<file path="src/rtl/spi_master_mode.sv">
// Full-duplex SPI master: per-transfer CPOL/CPHA, N chip selects, MSB/LSB
// ordering, ready/valid word intake and a one-cycle rx_valid result pulse.
module spi_master_mode #(
    parameter int unsigned P_DATA_WIDTH = 8,
    parameter int unsigned P_CLK_DIV    = 2,
    parameter int unsigned P_CS_POLAR   = 0,
    parameter int unsigned P_NUM_CS     = 1,
    parameter int unsigned P_MSB_FIRST  = 1,
    localparam int unsigned L_SEL_W = (P_NUM_CS > 1) ? $clog2(P_NUM_CS) : 1
) (
    input  logic                    clk_100,
    input  logic                    a_rst_n,
    input  logic                    s_rst,
    input  logic                    valid,
    input  logic [P_DATA_WIDTH-1:0] data,
    input  logic [L_SEL_W-1:0]      cs_sel,
    input  logic                    cpol,
    input  logic                    cpha,
    output logic                    ready,
    input  logic                    MISO,
    output logic                    MOSI,
    output logic                    SCK,
    output logic [P_NUM_CS-1:0]     CS,
    output logic                    rx_valid,
    output logic [P_DATA_WIDTH-1:0] rx_data
);

    localparam int unsigned L_W      = P_DATA_WIDTH;
    localparam int unsigned L_DIV_W  = (P_CLK_DIV > 1) ? $clog2(P_CLK_DIV) : 1;
    localparam int unsigned L_EDGE_W = $clog2(2 * P_DATA_WIDTH);

    localparam logic [L_DIV_W-1:0]  L_DIV_LAST  = L_DIV_W'(P_CLK_DIV - 1);
    localparam logic [L_EDGE_W-1:0] L_EDGE_LAST = L_EDGE_W'(2 * P_DATA_WIDTH - 1);
    localparam logic                L_CS_ACT    = (P_CS_POLAR != 0);
    localparam logic [P_NUM_CS-1:0] L_CS_IDLE   = {P_NUM_CS{~L_CS_ACT}};

    typedef enum logic [1:0] {
        S_IDLE,
        S_SETUP,
        S_XFER,
        S_HOLD
    } state_t;

    state_t              state;
    logic [L_DIV_W-1:0]  div_cnt;
    logic [L_EDGE_W-1:0] edge_cnt;
    logic [L_W-1:0]      tx_shift;
    logic [L_W-1:0]      rx_shift;
    logic                cpha_q;

    logic [P_NUM_CS-1:0] cs_vec;
    logic                data_first;
    logic [L_W-1:0]      data_rest;
    logic                tx_bit;
    logic [L_W-1:0]      tx_rest;
    logic [L_W-1:0]      rx_next;
    logic                div_done;
    logic                last_edge;
    logic                sample_edge;

    // Chip-select pattern for the requested slave; out-of-range index selects nothing
    always_comb begin
        cs_vec = L_CS_IDLE;
        for (int unsigned i = 0; i < P_NUM_CS; i++) begin
            if (32'(cs_sel) == i) begin
                cs_vec[i] = L_CS_ACT;
            end
        end
    end

    // Bit-order dependent serialiser/deserialiser taps
    always_comb begin
        if (P_MSB_FIRST != 0) begin
            data_first = data[L_W-1];
            data_rest  = {data[L_W-2:0], 1'b0};
            tx_bit     = tx_shift[L_W-1];
            tx_rest    = {tx_shift[L_W-2:0], 1'b0};
            rx_next    = {rx_shift[L_W-2:0], MISO};
        end else begin
            data_first = data[0];
            data_rest  = {1'b0, data[L_W-1:1]};
            tx_bit     = tx_shift[0];
            tx_rest    = {1'b0, tx_shift[L_W-1:1]};
            rx_next    = {MISO, rx_shift[L_W-1:1]};
        end
    end

    // Even edge index is a leading edge; CPHA picks which edge type samples MISO
    always_comb begin
        div_done    = (div_cnt == L_DIV_LAST);
        last_edge   = (edge_cnt == L_EDGE_LAST);
        sample_edge = (edge_cnt[0] == cpha_q);
    end

    // Transfer sequencer with registered SPI pins and handshake outputs
    always_ff @(posedge clk_100 or negedge a_rst_n) begin
        if (!a_rst_n) begin
            state    <= S_IDLE;
            div_cnt  <= '0;
            edge_cnt <= '0;
            tx_shift <= '0;
            rx_shift <= '0;
            cpha_q   <= 1'b0;
            ready    <= 1'b1;
            MOSI     <= 1'b0;
            SCK      <= 1'b0;
            CS       <= L_CS_IDLE;
            rx_valid <= 1'b0;
            rx_data  <= '0;
        end else if (s_rst) begin
            state    <= S_IDLE;
            div_cnt  <= '0;
            edge_cnt <= '0;
            tx_shift <= '0;
            rx_shift <= '0;
            cpha_q   <= 1'b0;
            ready    <= 1'b1;
            MOSI     <= 1'b0;
            SCK      <= 1'b0;
            CS       <= L_CS_IDLE;
            rx_valid <= 1'b0;
            rx_data  <= '0;
        end else begin
            rx_valid <= 1'b0;
            case (state)
                S_IDLE: begin
                    if (valid) begin
                        cpha_q   <= cpha;
                        SCK      <= cpol;
                        CS       <= cs_vec;
                        rx_shift <= '0;
                        div_cnt  <= '0;
                        edge_cnt <= '0;
                        ready    <= 1'b0;
                        state    <= S_SETUP;
                        if (!cpha) begin
                            MOSI     <= data_first;
                            tx_shift <= data_rest;
                        end else begin
                            tx_shift <= data;
                        end
                    end
                end
                S_SETUP: begin
                    if (div_done) begin
                        div_cnt <= '0;
                        state   <= S_XFER;
                    end else begin
                        div_cnt <= div_cnt + L_DIV_W'(1);
                    end
                end
                S_XFER: begin
                    if (div_done) begin
                        div_cnt  <= '0;
                        SCK      <= ~SCK;
                        edge_cnt <= edge_cnt + L_EDGE_W'(1);
                        if (sample_edge) begin
                            rx_shift <= rx_next;
                        end else if (!last_edge) begin
                            MOSI     <= tx_bit;
                            tx_shift <= tx_rest;
                        end
                        if (last_edge) begin
                            edge_cnt <= '0;
                            state    <= S_HOLD;
                        end
                    end else begin
                        div_cnt <= div_cnt + L_DIV_W'(1);
                    end
                end
                S_HOLD: begin
                    if (div_done) begin
                        div_cnt  <= '0;
                        CS       <= L_CS_IDLE;
                        MOSI     <= 1'b0;
                        rx_valid <= 1'b1;
                        rx_data  <= rx_shift;
                        ready    <= 1'b1;
                        state    <= S_IDLE;
                    end else begin
                        div_cnt <= div_cnt + L_DIV_W'(1);
                    end
                end
                default: begin
                    state <= S_IDLE;
                end
            endcase
        end
    end

endmodule

</file>
<file path="config.mk">
export PLATFORM = sky130hd
export DESIGN_NAME = spi_master_mode
export DESIGN_NICKNAME = d
export VERILOG_FILES = /design/src/rtl/spi_master_mode.sv
export SDC_FILE = /design/constraint.sdc
export NUM_CORES = 1
export LEC_CHECK = 0
export BUFFER_PORTS_ARGS = -buffer_cell sky130_fd_sc_hd__buf_2
export CELL_PAD_IN_SITES_DETAIL_PLACEMENT = 0
export CELL_PAD_IN_SITES_GLOBAL_PLACEMENT = 1
export CORE_ASPECT_RATIO = 0.7
export CORE_MARGIN = 2
export CORE_UTILIZATION = 45
export CTS_CLUSTER_DIAMETER = 150
export DETAILED_ROUTE_END_ITERATION = 7
export PLACE_DENSITY_LB_ADDON = 0.1
export REMOVE_ABC_BUFFERS = 1
export SLEW_MARGIN = 20
export SYNTH_ARGS = -nofsm -noshare
export SYNTH_HDL_FRONTEND = slang
export SYNTH_SLANG_ARGS = --single-unit
</file>
<file path="constraint.sdc">
create_clock -name clk_100 -period 5.53 [get_ports clk_100]
set_input_delay 1.106 -clock clk_100 [delete_from_list [all_inputs] [get_ports clk_100]]
set_output_delay 1.106 -clock clk_100 [all_outputs]
set_load 0.1 [all_outputs]
</file>
Word level (Yosys, flattened, before mapping)
Index checks and enable logic that the tools add are counted.
{"block": "totals", "reg_bits": 37, "inputBits": 16, "output_inout_bits": 13}
{"block": "op_classes", "addsub": 2, "n_eq_ne": 14, "mux": 56, "bitwise_logic": 1, "n_reduce_logical": 17}
{"op": "two-way mux 8 bit", "count": 13}
{"op": "case mux 8 bit (2 select lines)", "count": 2}
{"op": "inequality test 3 bit (second input constant)", "count": 9}
{"op": "two-way mux 1 bit", "count": 24}
{"op": "two-way mux 4 bit", "count": 4}
{"op": "two-way mux 2 bit", "count": 6}
{"op": "AND reduction 5 bit", "count": 2}
{"op": "case mux 1 bit (2 select lines)", "count": 4}
{"op": "case mux 2 bit (4 select lines)", "count": 1}
{"op": "case mux 4 bit (2 select lines)", "count": 1}
{"op": "nonzero test 2 bit", "count": 4}
{"op": "AND reduction 7 bit", "count": 1}
{"op": "AND reduction 3 bit", "count": 2}
{"op": "nonzero test 3 bit", "count": 2}
{"op": "adder 4 x 1 -> 4 bit (second input constant)", "count": 1}
{"op": "== test 2 bit (second input constant)", "count": 2}
{"op": "== test 4 bit (second input constant)", "count": 1}
{"op": "AND reduction 2 bit", "count": 2}
{"op": "AND reduction 4 bit", "count": 1}
{"op": "nonzero test 4 bit", "count": 1}
{"op": "case mux 1 bit (3 select lines)", "count": 1}
{"op": "OR reduction 3 bit", "count": 1}
{"op": "== test 2 x 1 -> 1 bit (second input constant)", "count": 1}
{"op": "logical NOT 2 bit", "count": 1}
{"op": "other kinds (3)", "count": 3}

Logic depth before layout (Yosys ltp)
Gate-level depths: netlist of the first run.
{"block": "depth", "depth_word": 6, "depth_mapped": 8, "depth_no_buf": 6}

Worst setup path before layout of the first run
No wires, ideal clock.
{"block": "synth_timing", "kind": "in2reg", "start": "input cpha", "end": "register MOSI", "setup_ps": 78, "arrival_ps": 2176, "path_slack_ps": 3276, "stages": 5, "path_cell_list": "buf_2 > nand2b_1 > a211o_1 > or3_1 > a21oi_1"}
{"block": "synth_via", "elab_chain_cells": 2}
{"item": "start: declaration", "line": "18", "text": "input logic cpha,"}
{"item": "inequality test 3 bit (no source line)"}
{"item": "AND reduction 7 bit (no source line)"}
{"item": "end signal: assignment", "line": "137", "text": "MOSI <= data_first;"}
{"item": "end signal: assignment", "line": "160", "text": "MOSI <= tx_bit;"}
{"item": "end: declaration", "line": "21", "text": "output logic MOSI,"}
Every way passes these cells.
A chain may end at the register's enable or synchronous reset.

Worst setup path after layout of the first run
{"block": "layout_timing", "start": "register state[0]", "end": "register rx_shift[0]"}
{"block": "layout_via", "elab_chain_cells": 3, "elab_cells_between_ends": 9}
{"item": "start: declaration", "line": "44", "text": "state_t state;"}
{"item": "start signal: assignment", "line": "98", "text": "state <= S_IDLE;"}
{"item": "start signal: assignment", "line": "111", "text": "state <= S_IDLE;"}
{"item": "start signal: assignment", "line": "135", "text": "state <= S_SETUP;"}
{"item": "== test 2 bit or logical NOT 2 bit (tied branches)", "line": "125", "text": "case (state)"}
{"item": "inequality test 3 bit (no source line), or another cell as far along"}
{"item": "AND reduction 4 bit (no source line) or two-way mux 8 bit (tied branches)"}
{"item": "end signal: assignment", "line": "158", "text": "rx_shift <= rx_next;"}
{"item": "end: declaration", "line": "48", "text": "logic [L_W-1:0] rx_shift;"}
Parallel ways exist; a longest one is shown, timed or not.

==> results of run 1 <==
==> cells by family (layout without fill, tap and decap cells) <==
group | count (synthesis) | count (layout) | share of synthesized area (%)
AO/OA/AOI/OAI | 63 | 63 | 20.3
flip-flops | 37 | 37 | 48.2
buffers and inverters | 16 | 39 | 3.77
XOR/XNOR | 1 | 1 | 0.455
adder cells (fa/ha/maj) | 5 | 5 | 3.25
AND/OR/NAND/NOR | 73 | 73 | 18.7
multiplexers | 10 | 10 | 5.26
==> tightest hold or removal path, delay by kind of cell, from the launching register on <==
family          cells  cell delay [ns]
compound gates      1             0.05
flops               1             0.36
simple gates        1             0.05
==> routing by layer <==
metal  share of wire [%]  vias up  global-route usage (%)
met1                  52      742                    27.5
met5                   0        -                       0
li1                    -      757                       -
met2                  41       31                    27.1
met3                 5.4        8                    4.60
met4                 1.7        0                    7.86
==> power breakdown <==
part | total, mW | internal, mW | switching (mW)
logic | 0.381 | 0.126 | 0.256
registers | 0.354 | 0.317 | 0.0369
clock network | 0.279 | 0.179 | 0.100
==> cells in the final DEF (no fill, tap or decap), types with 5 or more instances in the layout <==
cell       n
clkbuf_8   5
buf_2     28
mux2i_1    9
nand2_1   32
nand2b_1   6
ha_1       5
dfrtp_1   35
or3b_2     5
a22o_1     8
o21ai_0   23
a21oi_1   20
nor2_1    11
==> path summary, 6_finish.rpt <==
kind | from | cells past startpoint | to
min reg2reg | SCK | 2 | SCK
max reg2reg | state[0] | 6 | rx_shift[0]
min in group asynchronous | a_rst_n | 1 | tx_shift[2]
max in group asynchronous | a_rst_n | 1 | div_cnt
max | state[0] | 6 | rx_shift[0]
min | SCK | 2 | SCK
==> final cells by class <==
| class | count | area (um2) |
|---|---|---|
| fillers | 375 | 1810 |
| flip-flops and latches | 37 | 928 |
| multi-input cells | 152 | 925 |
| repair buffers | 28 | 140 |
| clock buffers | 5 | 68.8 |
| clock inverters | 3 | 65.1 |
| well taps | 52 | 65.1 |
| inverters | 3 | 11.3 |
==> registers in the layout (all words and copies together), names as in the netlist <==
register  flops
CS            1
edge_cnt      4
MOSI          1
rx_data       8
SCK           1
div_cnt       1
tx_shift      8
rx_shift      8
cpha_q        1
ready         1
state         2
rx_valid      1
==> impl_metrics.ini, run 1 <==
[setup_path]
cp_max_fo = 26
worstPathArrival_ns = 2.73
cpMaxStageDelayCell = ha_1
worst_path_dominant_cell_family = simple AND/OR/NAND/NOR gates
cp-start-kind = flip-flop
r2r_slack_ns = 3.03
crit_type = reg -> reg
end_kind = flip-flop
crit_chain = inv_1 > ha_1 > nor2b_1 > nand3_1 > nor2_1 > a22o_1
required_ns = 5.76
max_stage_delay_ns = 0.69
path_buf_inv = 1

[synthesis]
synth_seq_cells = 37
yosysTopAreaCellShare_pct = 45.5
yosys_warnings = 0
async_reset_ff_share_pct = 100
syn-mean-instance-area_um2 = 9.39
synthFlopType = dfrtp_1
synth_edf_count = 0
synth_seq_area_share_pct = 48.2
synthDistinctLibCells = 36
synth_top_area_cell = dfrtp_1
syn_area_mm2 = 0.00193
synth_commonest_cells = 35 x dfrtp_1, 32 x nand2_1, 23 x o21ai_0, 20 x a21oi_1, 11 x nor2_1
syn-instance-count = 205
synth.most_common_cell = dfrtp_1
yosys-top-cells-area = dfrtp_1 45%, nand2_1 6.2%, o21ai_0 6.0%

[timing]
finalHoldViolations = 0
setup_violations = 0
fin_ws_ns = 3.03
slew_headroom_pct = 44.4
fin_crit_ns = 2.50
finalSetupTns_ns = 0
whs_ns = 0.502
clock_skew_ns = 0.00499
rsz0062_at_grt = false
worst_pin_slew_ns = 0.834
finalCritPeriodShare_pct = 45.2
clock.fmax_mhz = 400
drv_slew = 0

[clock_network]
cts_root_buf = clkbuf_8
ctsResizeCount = 0
insertion_delay_ns = 0.30
cts_hold_buf = 0
clk_pin_slew_ns = 0.07
cts_made_buffers = 5
cts_sinks = 37
cts_tree = done
post_cts_buffers = 0
h-tree-depth = 2
cts_buffer_depth = 2

[routing]
drt_iter0_drc = 103
drt-vias-per-instance = 5.49
detail_route.drc_violations = 0
drt-total-wl_um = 4070
vias = 1538
detail-route-antenna-nets = 0
wl_per_cell_um = 14.5
dr.pass1.iters = 4

[placement]
dp_slack_ns = 2.91
place_area_mm2 = 0.00207
place_hpwl_um = 2730
portBuffers = 28
place_congestion = 0.749
placed_cells = 272

[global_routing]
grt_max_degree = 38
antenna_found_initial = 0
grt_pass1_wl_um = 6770
grt_use_total_pct = 19.0
grt_overflow = 0
grt_pass1_vias = 1420

[layout]
fin_util_pct = 54.8
final_cells = 280
final_cell_area_mm2 = 0.00220
drive_gt1_share_pct = 21.9
num_antenna_cells = 0
area_growth_pct = 14.4
layout.nets = 248

[outcome]
run_status = finished, final reports clean

[power]
power_density_mw_per_mm2 = 460
peakVddDrop_mv = 0.341
power_leakage_nw = 1.03
finalPower_mw = 1.01

[floorplan]
chipWidth_um = 82.2
die_h_um = 58.7
dieArea_mm2 = 0.00483
start_util_pct = 47.9
ios = 29
fp.coreArea_mm2 = 0.00402
rows = 19

[hold_path]
hold_path.class = reg -> reg

[job]
cap_violations = 0
Note: power is estimated with default switching activity, not from simulation.
==> run 2, diff against run 1 <==
ABC_AREA = 1   (was not set)
CORE_UTILIZATION = 38   (was 45)
clock period = 2.1 ns   (was 5.53 ns; I/O delays follow)
==> run 2 against run 1 <==
  * Register-to-register slack got worse by 2.6 ns
  * Wire length rose by 3.5%
  * Cell area increased by 5.5%
  * Non-clock buffer count rose by 2
  * Clock-buffer cell count is the same
  * Sequential power increased to 2.7 times the previous value
  * Largest cell class is now multi-input combinational cells
  * Largest power group unchanged
  * Highest routed layer unchanged
==> impl_metrics.ini, run 2 <==
[outcome]
run_status = finished, final reports clean

[synthesis]
yosys-top-cells-area = dfrtp_1 44%, nand2_1 15%, nand3_1 3.8%
synth_top_area_cell = dfrtp_1
synthDistinctLibCells = 27
syn-instance-count = 230
synthMuxAreaShare_pct = 0
synth_top_family_by_area = simple AND/OR/NAND/NOR gates
syn_area_mm2 = 0.00197
synthAdderAreaFrac_pct = 3.17
synth_edf_count = 0
syn-mean-instance-area_um2 = 8.57
synth-compound-area-share_pct = 12.1
yosys.area_share.simple_pct = 32.7
synthFlopType = dfrtp_1
async_reset_ff_share_pct = 100
synthXorXnorAreaFrac_pct = 0.444
synth_commonest_cells = 79 x nand2_1, 35 x dfrtp_1, 15 x nand3_1, 14 x a21oi_1
synth.most_common_cell = nand2_1
yosys_warnings = 0
yosysTopAreaCellShare_pct = 44.4
synth_seq_cells = 37
synth_seq_area_share_pct = 47.1

[power]
peakVddDrop_mv = 0.867
power_density_mw_per_mm2 = 1290
power_leakage_nw = 1.25
finalPower_mw = 3.01

[timing]
finalHoldViolations = 0
rsz0062_at_grt = false
slew_headroom_pct = 68.0
clock_skew_ns = 0.00748
fin_crit_ns = 1.70
setup_violations = 0
whs_ns = 0.0631
clock.fmax_mhz = 589
finalCritPeriodShare_pct = 80.9
drv_slew = 0
worst_pin_slew_ns = 0.484
finalSetupTns_ns = 0

[routing]
dr.pass1.iters = 4
drt-total-wl_um = 4210
drt-vias-per-instance = 4.76
drt_iter0_drc = 50
detail-route-antenna-nets = 0
wl_per_cell_um = 12.7
vias = 1581
detail_route.drc_violations = 0

[setup_path]
required_ns = 2.28
end_kind = flip-flop
crit_top_cell = nand2_4
max_stage_delay_ns = 0.40
crit_chain = inv_1 > ha_1 > inv_2 > nand2_4 > nand2_4 > nor2_8 > nand2_4 > nand2_1 > nand2_1
cp-start-kind = flip-flop
startpoint = state[0]
worstPathArrival_ns = 1.88
r2r-start = state[0]
crit_type = reg -> reg
cp_max_fo = 12
cpMaxStageDelayCell = dfrtp_1

[clock_network]
h-tree-depth = 2
cts_made_buffers = 5
post_cts_buffers = 0
clk_pin_slew_ns = 0.08
cts_hold_buf = 0
cts_root_buf = clkbuf_8
cts_buffer_depth = 2
cts_tree = done
cts_sinks = 37
insertion_delay_ns = 0.29
ctsResizeCount = 0

[global_routing]
grt_max_degree = 20
grt_pass1_vias = 1478
grt_overflow = 0
antenna_found_initial = 0
grt_pass1_wl_um = 7220
grt_use_total_pct = 15.9

[placement]
place_congestion = 0.750
place_area_mm2 = 0.00219
place_hpwl_um = 3210
portBuffers = 28

[floorplan]
die_h_um = 64.3
ios = 29
rows = 21
start_util_pct = 40.3
chipWidth_um = 90.1
dieArea_mm2 = 0.00579
fp.coreArea_mm2 = 0.00489

[layout]
area_growth_pct = 17.8
most-common-layout-cells = 79 x nand2_1, 35 x dfrtp_1, 28 x buf_2
fin_util_pct = 47.5
mostFrequentLayoutCell = nand2_1
largest_registers = rx_data x8, rx_shift x8, tx_shift x8
layout.nets = 283
num_antenna_cells = 0
final_cell_area_mm2 = 0.00232
drive_gt1_share_pct = 24.0

[job]
cap_violations = 0

[hold_path]
hold_path.class = in -> async
run 2: changes by cell type after synthesis, sizes merged, moves of 6 or more:
cell / change
a21oi: -6
clkbuf: -7
inv: +11
mux2i: -9
nand2: +54
nand2b: -6
nand3: +14
nor2: +9
o21ai: -7
or3b: -7
run 2: power breakdown:
group | switching (mW) | internal (mW) | total (mW)
registers | 0.0990 | 0.867 | 0.966
logic | 0.961 | 0.357 | 1.32
clock network | 0.253 | 0.472 | 0.725
total | 1.31 | 1.70 | 3.01
run 2: stage by stage:
step,worst slack [ns],cells
4_1_cts,0.397,332
3_3_place_gp,0.408,324
5_1_grt,0.277,332
3_5_place_dp,0.400,324
2_1_floorplan,0.425,225
6_report,0.402,332
run 2: metal layers:
metal	global-route usage (%)	routed length, um	up-vias	share of wire [%]
met5	0	0	-	0
met4	4.62	46	0	1.1
met3	4.13	180	4	4.3
met2	20.5	1590	29	38
met1	25.3	2390	732	57
li1	-	-	816	-
run 2: kinds of logic after synthesis:
kind of cell | count (synthesis)
adders and majority gates | 5
AOI/OAI and AO/OA | 40
and+or+nand+nor | 128
DFF | 37
buffers and inverters | 19
xor gates and xnor gates | 1
run 2: final cells by class:
type                            instances  area (um2)
Timing Repair Buffer                   30         168
Tap cell                               69        86.3
Inverter                               14        52.6
Sequential cell                        37         928
Multi-Input combinational cell        174         955
Clock buffer                            5        68.8
Clock inverter                          3        65.1
Fill cell                             499        2560
run 2: worst paths after layout:
check	slack (ns)	cells past startpoint	end
max	0.40	9	tx_shift[5]
min	0.06	1	rx_data[4]
max reg2reg	0.40	9	tx_shift[5]
min reg2reg	0.47	2	tx_shift[4]
max in group asynchronous	1.51	2	ready
min in group clk_100	0.36	3	rx_shift[0]
run 2: critical path, delay by kind of cell (launching register included):
| family | cells | cell delay [ns] |
|---|---|---|
| AND/OR/NAND/NOR | 6 | 0.63 |
| flip-flops | 1 | 0.40 |
| adder cells (fa/ha/maj) | 1 | 0.28 |
| buffers and inverters | 2 | 0.26 |
